--- config.mk ---
export PLATFORM = sky130hd
export DESIGN_NAME = lcd_init_fill_ctrl
export DESIGN_NICKNAME = d
export VERILOG_FILES = /design/src/rtl/lcd_pkg.sv /design/src/rtl/lcd_init_rom.sv /design/src/rtl/lcd_init_fill_ctrl.sv
export SDC_FILE = /design/constraint.sdc
export NUM_CORES = 1
export LEC_CHECK = 0
export ABC_AREA = 0
export CORE_ASPECT_RATIO = 0.7
export CORE_UTILIZATION = 35
export DETAILED_ROUTE_END_ITERATION = 16
export DONT_BUFFER_PORTS = 1
export GPL_ROUTABILITY_DRIVEN = 0
export HOLD_SLACK_MARGIN = 0.02
export MAX_ROUTING_LAYER = met4
export PLACE_DENSITY = 0.47
export SLEW_MARGIN = 40
export SYNTH_ARGS = -nofsm -noshare
export SYNTH_HDL_FRONTEND = slang
export SYNTH_HIERARCHICAL = 1
export SYNTH_SLANG_ARGS = --single-unit
export TNS_END_PERCENT = 100
--- constraint.sdc ---
create_clock -name sys_clk_50MHz -period 31.9 [get_ports sys_clk_50MHz]
set_input_delay 6.38 -clock sys_clk_50MHz [delete_from_list [all_inputs] [get_ports sys_clk_50MHz]]
set_output_delay 6.38 -clock sys_clk_50MHz [all_outputs]
set_load 0.005 [all_outputs]
--- src/rtl/lcd_pkg.sv ---
// Shared definitions for the ST7789-class bring-up/fill sequencer:
// one-hot state encoding, DCS command bytes, MADCTL-by-rotation table and colours.
package lcd_pkg;

    typedef enum logic [7:0] {
        ST_RST_LOW  = 8'b0000_0001,
        ST_RST_HIGH = 8'b0000_0010,
        ST_SLPOUT   = 8'b0000_0100,
        ST_SLP_WAIT = 8'b0000_1000,
        ST_INIT     = 8'b0001_0000,
        ST_WIN      = 8'b0010_0000,
        ST_PIX      = 8'b0100_0000,
        ST_READY    = 8'b1000_0000
    } state_t;

    localparam int CNT_W   = 23;
    localparam int HDR_LEN = 13;

    localparam logic [7:0] CMD_SLPOUT = 8'h11;
    localparam logic [7:0] CMD_MADCTL = 8'h36;
    localparam logic [7:0] CMD_CASET  = 8'h2A;
    localparam logic [7:0] CMD_RASET  = 8'h2B;
    localparam logic [7:0] CMD_RAMWR  = 8'h2C;

    // Memory-access control values giving 0/90/180/270 degree scan orders
    localparam logic [7:0] MADCTL_BY_ROT [4] = '{8'h00, 8'h60, 8'hC0, 8'hA0};

    localparam logic [15:0] COLOR_BLACK = 16'h0000;

endpackage

--- src/rtl/lcd_init_rom.sv ---
// Panel register table sent after SLPOUT; bit 8 marks a data byte, 0 a command byte.
module lcd_init_rom
    import lcd_pkg::*;
(
    input  logic [6:0] addr,
    output logic [8:0] data
);

    always_comb begin
        data = 9'h000;
        case (addr)
            7'd0:  data = 9'h03A;  7'd1:  data = 9'h155;
            7'd2:  data = 9'h0B2;  7'd3:  data = 9'h10C;  7'd4:  data = 9'h10C;
            7'd5:  data = 9'h100;  7'd6:  data = 9'h133;  7'd7:  data = 9'h133;
            7'd8:  data = 9'h0BB;  7'd9:  data = 9'h119;
            7'd10: data = 9'h0C0;  7'd11: data = 9'h12C;
            7'd12: data = 9'h0C2;  7'd13: data = 9'h101;
            7'd14: data = 9'h0C3;  7'd15: data = 9'h112;
            7'd16: data = 9'h0C4;  7'd17: data = 9'h120;
            7'd18: data = 9'h0C6;  7'd19: data = 9'h10F;
            7'd20: data = 9'h0D0;  7'd21: data = 9'h1A4;  7'd22: data = 9'h1A1;
            // Positive gamma curve
            7'd23: data = 9'h0E0;  7'd24: data = 9'h1D0;  7'd25: data = 9'h104;
            7'd26: data = 9'h10D;  7'd27: data = 9'h111;  7'd28: data = 9'h113;
            7'd29: data = 9'h12B;  7'd30: data = 9'h13F;  7'd31: data = 9'h154;
            7'd32: data = 9'h14C;  7'd33: data = 9'h118;  7'd34: data = 9'h10D;
            7'd35: data = 9'h10B;  7'd36: data = 9'h11F;  7'd37: data = 9'h123;
            // Negative gamma curve
            7'd38: data = 9'h0E1;  7'd39: data = 9'h1D0;  7'd40: data = 9'h104;
            7'd41: data = 9'h10C;  7'd42: data = 9'h111;  7'd43: data = 9'h113;
            7'd44: data = 9'h12C;  7'd45: data = 9'h13F;  7'd46: data = 9'h144;
            7'd47: data = 9'h151;  7'd48: data = 9'h12F;  7'd49: data = 9'h11F;
            7'd50: data = 9'h11F;  7'd51: data = 9'h120;  7'd52: data = 9'h123;
            7'd53: data = 9'h021;  7'd54: data = 9'h013;  7'd55: data = 9'h029;
            default: data = 9'h000;
        endcase
    end

endmodule

--- src/rtl/lcd_init_fill_ctrl.sv ---
// Power-on sequencer, full-screen clear and rectangle filler for an ST7789-class panel.
// Presents one {dc,byte} word at a time to the SPI writer and advances on its wr_done pulse.
module lcd_init_fill_ctrl
    import lcd_pkg::*;
#(
    parameter int H_RES      = 240,
    parameter int V_RES      = 320,
    parameter int T_RST_LOW  = 5_000_000,
    parameter int T_RST_HIGH = 2_500_000,
    parameter int T_SLPOUT   = 6_000_000,
    parameter int ROM_LEN    = 56,
    parameter int PIX_W      = $clog2(H_RES*V_RES*2+1)
) (
    input  logic        sys_clk_50MHz,
    input  logic        sys_rst,
    input  logic        wr_done,
    input  logic        fill_req,
    input  logic [15:0] fill_color,
    input  logic [8:0]  win_x0,
    input  logic [8:0]  win_x1,
    input  logic [8:0]  win_y0,
    input  logic [8:0]  win_y1,
    input  logic [1:0]  rot,
    output logic        lcd_rst,
    output logic [8:0]  init_data,
    output logic        en_write,
    output logic        init_done,
    output logic        busy,
    output logic        fill_done,
    output logic        fill_err
);

    state_t             state_q, state_d;
    logic [CNT_W-1:0]   cnt_q, cnt_d;
    logic [6:0]         idx_q, idx_d;
    logic [PIX_W-1:0]   pix_q, pix_d, total_q, total_d;
    logic [15:0]        color_q, color_d;
    logic [1:0]         rot_q, rot_d;
    logic [8:0]         x0_q, x0_d, x1_q, x1_d, y0_q, y0_d, y1_q, y1_d;
    logic               lcd_rst_q, lcd_rst_d, en_write_q, en_write_d;
    logic               init_done_q, init_done_d, busy_q, busy_d;
    logic               fill_done_q, fill_done_d, fill_err_q, fill_err_d;
    logic [8:0]         init_data_q, init_data_d;

    logic [8:0]         w_max, h_max, x1_clamp, y1_clamp, hdr_byte, rom_data;
    logic [PIX_W-1:0]   req_w, req_h, req_bytes;
    logic               req_bad;

    lcd_init_rom u_rom (
        .addr (idx_d),
        .data (rom_data)
    );

    // A quarter-turn swaps the visible frame's width and height
    always_comb begin
        w_max     = rot[0] ? 9'(V_RES - 1) : 9'(H_RES - 1);
        h_max     = rot[0] ? 9'(H_RES - 1) : 9'(V_RES - 1);
        x1_clamp  = (win_x1 > w_max) ? w_max : win_x1;
        y1_clamp  = (win_y1 > h_max) ? h_max : win_y1;
        req_bad   = (win_x0 > x1_clamp) || (win_y0 > y1_clamp) || (win_x0 > w_max) || (win_y0 > h_max);
        req_w     = PIX_W'(x1_clamp - win_x0) + PIX_W'(1);
        req_h     = PIX_W'(y1_clamp - win_y0) + PIX_W'(1);
        req_bytes = (req_w * req_h) << 1;
    end

    always_comb begin
        state_d    = state_q;
        cnt_d      = cnt_q;
        idx_d      = idx_q;
        pix_d      = pix_q;
        total_d    = total_q;
        color_d    = color_q;
        rot_d      = rot_q;
        x0_d       = x0_q;
        x1_d       = x1_q;
        y0_d       = y0_q;
        y1_d       = y1_q;
        fill_err_d = 1'b0;
        unique case (state_q)
            ST_RST_LOW: begin
                if (cnt_q == '0) begin
                    state_d = ST_RST_HIGH;
                    cnt_d   = CNT_W'(T_RST_HIGH - 1);
                end else cnt_d = cnt_q - CNT_W'(1);
            end
            ST_RST_HIGH: begin
                if (cnt_q == '0) state_d = ST_SLPOUT;
                else cnt_d = cnt_q - CNT_W'(1);
            end
            ST_SLPOUT: begin
                if (wr_done) begin
                    state_d = ST_SLP_WAIT;
                    cnt_d   = CNT_W'(T_SLPOUT - 1);
                end
            end
            ST_SLP_WAIT: begin
                if (cnt_q == '0) begin
                    state_d = ST_INIT;
                    idx_d   = '0;
                end else cnt_d = cnt_q - CNT_W'(1);
            end
            ST_INIT: begin
                // The register table is followed by a black full-screen clear
                if (wr_done && idx_q == 7'(ROM_LEN - 1)) begin
                    state_d = ST_WIN;
                    idx_d   = '0;
                    color_d = COLOR_BLACK;
                    rot_d   = 2'd0;
                    x0_d    = '0;
                    x1_d    = 9'(H_RES - 1);
                    y0_d    = '0;
                    y1_d    = 9'(V_RES - 1);
                    total_d = PIX_W'(H_RES * V_RES * 2);
                end else if (wr_done) idx_d = idx_q + 7'd1;
            end
            ST_WIN: begin
                if (wr_done && idx_q == 7'(HDR_LEN - 1)) begin
                    state_d = ST_PIX;
                    pix_d   = '0;
                end else if (wr_done) idx_d = idx_q + 7'd1;
            end
            ST_PIX: begin
                if (wr_done && pix_q == total_q - PIX_W'(1)) state_d = ST_READY;
                else if (wr_done) pix_d = pix_q + PIX_W'(1);
            end
            ST_READY: begin
                if (fill_req && req_bad) fill_err_d = 1'b1;
                else if (fill_req) begin
                    state_d = ST_WIN;
                    idx_d   = '0;
                    color_d = fill_color;
                    rot_d   = rot;
                    x0_d    = win_x0;
                    x1_d    = x1_clamp;
                    y0_d    = win_y0;
                    y1_d    = y1_clamp;
                    total_d = req_bytes;
                end
            end
            default: begin
                state_d = ST_RST_LOW;
                cnt_d   = CNT_W'(T_RST_LOW - 1);
            end
        endcase
    end

    // Outputs are derived from the next state so they change on the same edge as the state
    always_comb begin
        hdr_byte = 9'h000;
        case (idx_d)
            7'd0:  hdr_byte = {1'b0, CMD_MADCTL};
            7'd1:  hdr_byte = {1'b1, MADCTL_BY_ROT[rot_d]};
            7'd2:  hdr_byte = {1'b0, CMD_CASET};
            7'd3:  hdr_byte = {1'b1, 7'b0, x0_d[8]};
            7'd4:  hdr_byte = {1'b1, x0_d[7:0]};
            7'd5:  hdr_byte = {1'b1, 7'b0, x1_d[8]};
            7'd6:  hdr_byte = {1'b1, x1_d[7:0]};
            7'd7:  hdr_byte = {1'b0, CMD_RASET};
            7'd8:  hdr_byte = {1'b1, 7'b0, y0_d[8]};
            7'd9:  hdr_byte = {1'b1, y0_d[7:0]};
            7'd10: hdr_byte = {1'b1, 7'b0, y1_d[8]};
            7'd11: hdr_byte = {1'b1, y1_d[7:0]};
            7'd12: hdr_byte = {1'b0, CMD_RAMWR};
            default: hdr_byte = 9'h000;
        endcase
        init_data_d = 9'h000;
        case (state_d)
            ST_SLPOUT: init_data_d = {1'b0, CMD_SLPOUT};
            ST_INIT:   init_data_d = rom_data;
            ST_WIN:    init_data_d = hdr_byte;
            ST_PIX:    init_data_d = pix_d[0] ? {1'b1, color_d[7:0]} : {1'b1, color_d[15:8]};
            default:   init_data_d = 9'h000;
        endcase
        lcd_rst_d   = (state_d != ST_RST_LOW);
        en_write_d  = (state_d == ST_SLPOUT) || (state_d == ST_INIT) ||
                      (state_d == ST_WIN) || (state_d == ST_PIX);
        busy_d      = (state_d != ST_READY);
        init_done_d = init_done_q || (state_d == ST_READY);
        fill_done_d = (state_q != ST_READY) && (state_d == ST_READY);
    end

    always_ff @(posedge sys_clk_50MHz) begin
        if (sys_rst) begin
            state_q     <= ST_RST_LOW;
            cnt_q       <= CNT_W'(T_RST_LOW - 1);
            idx_q       <= '0;
            pix_q       <= '0;
            total_q     <= '0;
            color_q     <= '0;
            rot_q       <= '0;
            x0_q        <= '0;
            x1_q        <= '0;
            y0_q        <= '0;
            y1_q        <= '0;
            lcd_rst_q   <= 1'b0;
            init_data_q <= 9'h000;
            en_write_q  <= 1'b0;
            init_done_q <= 1'b0;
            busy_q      <= 1'b1;
            fill_done_q <= 1'b0;
            fill_err_q  <= 1'b0;
        end else begin
            state_q     <= state_d;
            cnt_q       <= cnt_d;
            idx_q       <= idx_d;
            pix_q       <= pix_d;
            total_q     <= total_d;
            color_q     <= color_d;
            rot_q       <= rot_d;
            x0_q        <= x0_d;
            x1_q        <= x1_d;
            y0_q        <= y0_d;
            y1_q        <= y1_d;
            lcd_rst_q   <= lcd_rst_d;
            init_data_q <= init_data_d;
            en_write_q  <= en_write_d;
            init_done_q <= init_done_d;
            busy_q      <= busy_d;
            fill_done_q <= fill_done_d;
            fill_err_q  <= fill_err_d;
        end
    end

    assign lcd_rst   = lcd_rst_q;
    assign init_data = init_data_q;
    assign en_write  = en_write_q;
    assign init_done = init_done_q;
    assign busy      = busy_q;
    assign fill_done = fill_done_q;
    assign fill_err  = fill_err_q;

endmodule

=== Yosys cells after proc, flatten, opt, wreduce, memory -nomap -nowiden ===
Memories as Yosys holds them, arrays and structs flattened.
Cells that the tools add are included.

* Reduce and logical (&&, ||, !) cells: 22
* $add $sub $neg: 8
* Div/mod/pow operators: 0
* Multipliers: 1
* Equal/unequal tests: 39
* Mux-type cells: 65
* Shift operators: 0
* Magnitude comparators: 7
* Bitwise gates (word level): 3

{| class="wikitable"
|+ Operators with widths
! operator !! count
|-
| two-way mux 9 bit || 17
|-
| one-hot mux 9 bit (13 select lines) || 1
|-
| two-way mux 18 bit || 6
|-
| two-way mux 8 bit || 12
|-
| one-hot mux 23 bit (4 select lines) || 1
|-
| one-hot mux 18 bit (2 select lines) || 2
|-
| one-hot mux 9 bit (2 select lines) || 4
|-
| two-way mux 23 bit || 3
|-
| one-hot mux 8 bit (8 select lines) || 1
|-
| greater-than comparator 9 bit || 6
|-
| two-way mux 16 bit || 3
|-
| == test 7 x 4 -> 1 bit, second input constant || 6
|-
| two-way mux 7 bit || 6
|-
| one-hot mux 9 bit (4 select lines) || 1
|-
| one-hot mux 16 bit (2 select lines) || 1
|-
| == test 7 x 3 -> 1 bit, second input constant || 4
|-
| one-hot mux 7 bit (4 select lines) || 1
|-
| logical NOT 23 bit || 1
|-
| subtractor 23 x 1 -> 23 bit, second input constant || 1
|-
| adder 10 x 2 -> 11 bit, second input constant || 2
|-
| subtractor 9 x 9 -> 10 bit || 2
|-
| adder 18 x 1 -> 18 bit, second input constant || 1
|-
| == test 18 bit || 1
|-
| subtractor 18 x 1 -> 18 bit, second input constant || 1
|-
| 31 further kinds || 61
|}

* Memories kept: 1
* Bits in latches: 0
* Logic and storage cells: 165
* Memory bits (read-only): 576
* Bits in writable memories: 0
* Bits in registers: 143

{| class="wikitable"
|+ Memory list
! memory !! depth !! bits a word !! read ports !! clocked after memory_dff !! wr ports !! RTL line !! RTL
|-
| (no name shown) || 64 || 9 || 1 || 0 || 0 || lcd_init_rom.sv:11 || <nowiki>case (addr)</nowiki>
|}

=== Logic depth before layout (Yosys ltp) ===
* Depth in word-level cells: 16
* Depth in mapped cells: 37

=== Hierarchy ===
Netlist, hierarchy kept.

{| class="wikitable"
|+ Modules (own cells, without submodules)
! module !! area an instance (um^2) !! sequential area each (um^2) !! times used !! cells an instance
|-
| lcd_init_fill_ctrl || 13203.9 || 2842.7 || 1 || 1670
|-
| lcd_init_rom || 982.2 || 0.0 || 1 || 137
|}

=== Worst setup path before layout ===
Ideal clock, no wire load.

* Path type: in2reg
* Start: input rot[0]
* End: register total_q[17]
* Buffers on the path: 0
* Data required time: 31814 ps
* Arrival time: 14536 ps
* Setup slack: 17279 ps
* Cell stages on the path: 32
* Path through: inv_1 -> ha_1 -> a21o_1 -> a21o_1 -> a21oi_1 -> a31oi_1 -> mux2_2 -> ha_1 -> a21o_1 -> nand2_1 -> and3b_1 -> xnor2_1 -> nor4bb_1 -> nand3_1 -> xor2_1 -> nand2b_1 -> fa_1 -> fa_1 -> inv_1 -> fa_1 -> fa_1 -> inv_1 -> fa_1 -> inv_1 -> ha_1 -> o21ai_0 -> nand2b_1 -> a41o_1 -> o41a_1 -> xor2_1 -> xnor3_1 -> a211oi_1

* Cells in the longest elaborated chain, start to end: 10

{| class="wikitable"
|+ Ends and longest elaborated chain
! what !! RTL line !! RTL
|-
| from (decl) || lcd_init_fill_ctrl.sv:23 || <nowiki>input logic [1:0] rot,</nowiki>
|-
| parallel branches: the longest is 10 deep, another holds multiplier 11 x 11 -> 17 bit || n/a ||
|-
| to (signal assigned) || lcd_init_fill_ctrl.sv:207 || <nowiki>total_q <= total_d;</nowiki>
|-
| to (decl) || lcd_init_fill_ctrl.sv:36 || <nowiki>logic [PIX_W-1:0] pix_q, pix_d, total_q, total_d;</nowiki>
|}

Several ways; the timed one is not identified. The select of a mux whose other input is x is not followed.
A chain may end at the register's enable or synchronous reset.

=== Worst setup path after layout ===
Same ends and word-level chain as after synthesis.

==> qor.txt <==
HP Start = cnt_q[14]
# fillers = 4170
Sum Neg Setup Slack = 0 ns
largest net degree at the start of global routing = 128
Max Clk Rate = 64.2 MHz
Final ANT Viol Nets = 0
HP Class = flop to flop
final period utilization = 48.8%
Hold Buf Count CTS = 0
die footprint = 0.0414 mm2
CTS Sinks = 142
Die Y = 170 um
Design Area, Final = 0.0153 mm2
gr ovfl total = 0
dominant synthesized flop cell = dfxtp_1
clock slew at reported path FFs = 0.06 ns
Die Width = 243 um
unrepaired setup endpoints after global routing = false
r2r startpoint = cnt_q[2]
CTS max path bufs = 2
Post-synth EDFFs = 0
mux contribution to synthesized area = 2.30%
final setup fails = 0
crit end category = flop
CTS H-tree lvls = 4
core footprint = 0.0398 mm2
1st-iter DRT viols = 1054
Tot GR Track Use = 22.5%
Num CTS Buffers = 17
port buffer count = 0
Clk Latency, worst-skew pair = 0.45 ns
initial antenna violation count = 0
Synth Area in Compound Gates = 20.0%
Final Hold Fails = 0
Post-CTS Resized = 0
DRC viols = 0
drt pass-1 iters = 6
Avg Cell Area, Syn = 7.85 um2
Layout area overhead = 7.58%
Cells after DPL = 2263
Synth Net Count = 2040
Yosys cell types = 97
first-pass GRT wire length = 70600 um
Initial Util = 35.6%
FF+latch count, synth = 142
clk root buf = clkbuf_16
slowest cell delay on critical path = 0.80 ns
status = complete, no violations
Rows = 61
DP HPWL = 34300 um
Slew @ Worst Pin = 0.848 ns
Setup CP Type = input pin to flop
Max Transition Viols Final = 0
worst-path maximum fanout = 15
Ports = 73
share of layout cells above drive strength 1 = 6.02%
min Tclk post-route = 15.58 ns
Total Wirelength = 44500 um
relative slew slack = 42.7%
Layout Cells excl Fill = 2295
Vias per Instance = 5.61
XOR/XNOR Fraction of Synth Area = 5.19%
WP data arrival = 15.94 ns
clk_skew = 0.0142 ns
yosys warns = 6
CTS tree = yes
Seq/Total Area, Yosys = 20.0%
CP required = 32.26 ns
vias = 12.9k
FFs w/ async S/R, synth = 0%
CP startpoint kind = input pin
main combinational cell family by area after synthesis = simple AND/OR/NAND/NOR gates
number of global-route vias before repair = 12.3k
Worst setup startpoint = rot[0]
Post-Synth Adder-Cell Area = 20.0%
Post-CTS Repair Setup Buffers = 0
nets@finish = 1980
placed inst area = 0.0146 mm2
final antenna diode count = 0
area of the multi-input gates = 0.0103 mm2
Post-Synthesis Cells = 1807
routed len/inst = 19.4 um
Slowest cell on crit path = nor4bb_1
Synth Area in Simple Gates = 24.5%
Cell Area, Synth = 0.0142 mm2
Storage cell area = 0.00284 mm2
max_cap viols = 0
## synthesized netlist by cell type, types with 7 or more instances
cell type	count	area, um2
inv_1	187	702
nor2_1	183	687
dfxtp_1	142	2840
nand2_1	131	492
a21oi_1	92	460
ha_1	89	1110
fa_1	86	1720
o21ai_0	76	380
clkbuf_1	71	267
nor3_1	68	340
xnor2_1	47	412
a22oi_1	44	330
nand2b_1	40	250
and2_1	37	231
nor2b_1	35	219
xor2_1	32	280
nand3_1	31	155
and3_1	25	156
a31oi_1	24	150
or3_1	20	125
mux2i_1	18	180
nor4_1	18	113
a21o_1	17	128
nand4_1	17	106
a211oi_1	16	120
nand3b_1	16	120
o21a_1	14	105
or4_1	11	82.6
buf_2	10	50.1
mux2_2	10	113
a221o_1	9	90.1
a221oi_1	9	78.8
o22ai_1	9	56.3
o211ai_1	8	60.1
o31ai_1	8	60.1
or2_2	8	50.1
o2111ai_1	7	61.3
## layout make-up
| cell class | count | share of cell area (%) |
|---|---|---|
| Clock inverter | 13 | 1.23 |
| Sequential cell | 142 | 18.6 |
| Timing Repair Buffer | 16 | 0.787 |
| Multi-Input combinational cell | 1378 | 67.3 |
| Tap cell | 535 | 4.39 |
| Clock buffer | 19 | 2.90 |
| Inverter | 192 | 4.72 |
## cells in the final DEF, fill, tap and decap left out, types with 17 or more instances in the layout
cell	instances
and2_1	37
ha_1	89
nor2_1	183
nor4_1	17
o21ai_0	76
fa_1	86
xor2_1	29
a31oi_1	24
xnor2_1	46
nand3_1	31
nor2b_1	35
and3_1	25
nor3_1	66
a21o_1	17
or3_1	20
mux2i_1	18
a21oi_1	89
clkbuf_16	17
a22oi_1	44
nand2b_1	40
nand2_1	131
dfxtp_1	142
nand4_1	17
inv_1	187
## critical path: cells and delay by family
kind | cells | cell delay, ns
AOI/OAI and AO/OA | 9 | 2.16
xor gates and xnor gates | 3 | 0.88
adders and majority gates | 8 | 3.70
buffers and inverters | 5 | 0.55
muxes | 1 | 0.34
and+or+nand+nor | 7 | 1.89
## metal layers
metal | vias up | global-route usage (%) | part of all wire (%)
li1 | 6180 | - | -
met1 | 6305 | 32.8 | 52
met2 | 347 | 32.3 | 42
met3 | 35 | 3.88 | 5.5
met4 | 0 | 4.27 | 1.1
met5 | - | - | 0
## kinds of logic after synthesis
family	Yosys count
flip-flops	142
XOR/XNOR	81
AND/OR/NAND/NOR	678
AO/OA/AOI/OAI	414
adder cells (fa/ha/maj)	175
buffers and inverters	287
multiplexers	30
## per-stage QoR
stage	hold WS (ns)	util [%]	setup WS (ns)
after floorplan	0.421	-	17.28
after global placement	0.428	36.6	16.36
after CTS	0.451	38.3	16.45
final	0.453	38.3	16.32
after detailed placement	0.435	36.7	16.01
after global routing	0.475	38.3	15.79
## state kept, by name, summed over array words and instances, names as in the netlist, 16 cells and up
name / flops
cnt_q: 23
color_q: 16
pix_q: 18
total_q: 17
## worst paths after layout
path,end,slack (ns),depth (start not counted)
min,cnt_q[14],0.45,2
min reg2reg,cnt_q[14],0.45,2
max reg2reg,init_data[0],25.56,16
max,total_q[17],16.32,33
Power is left out: the tool's default activity adds up to more than one toggle a clock period on the data nets, which glitch-free logic cannot reach.
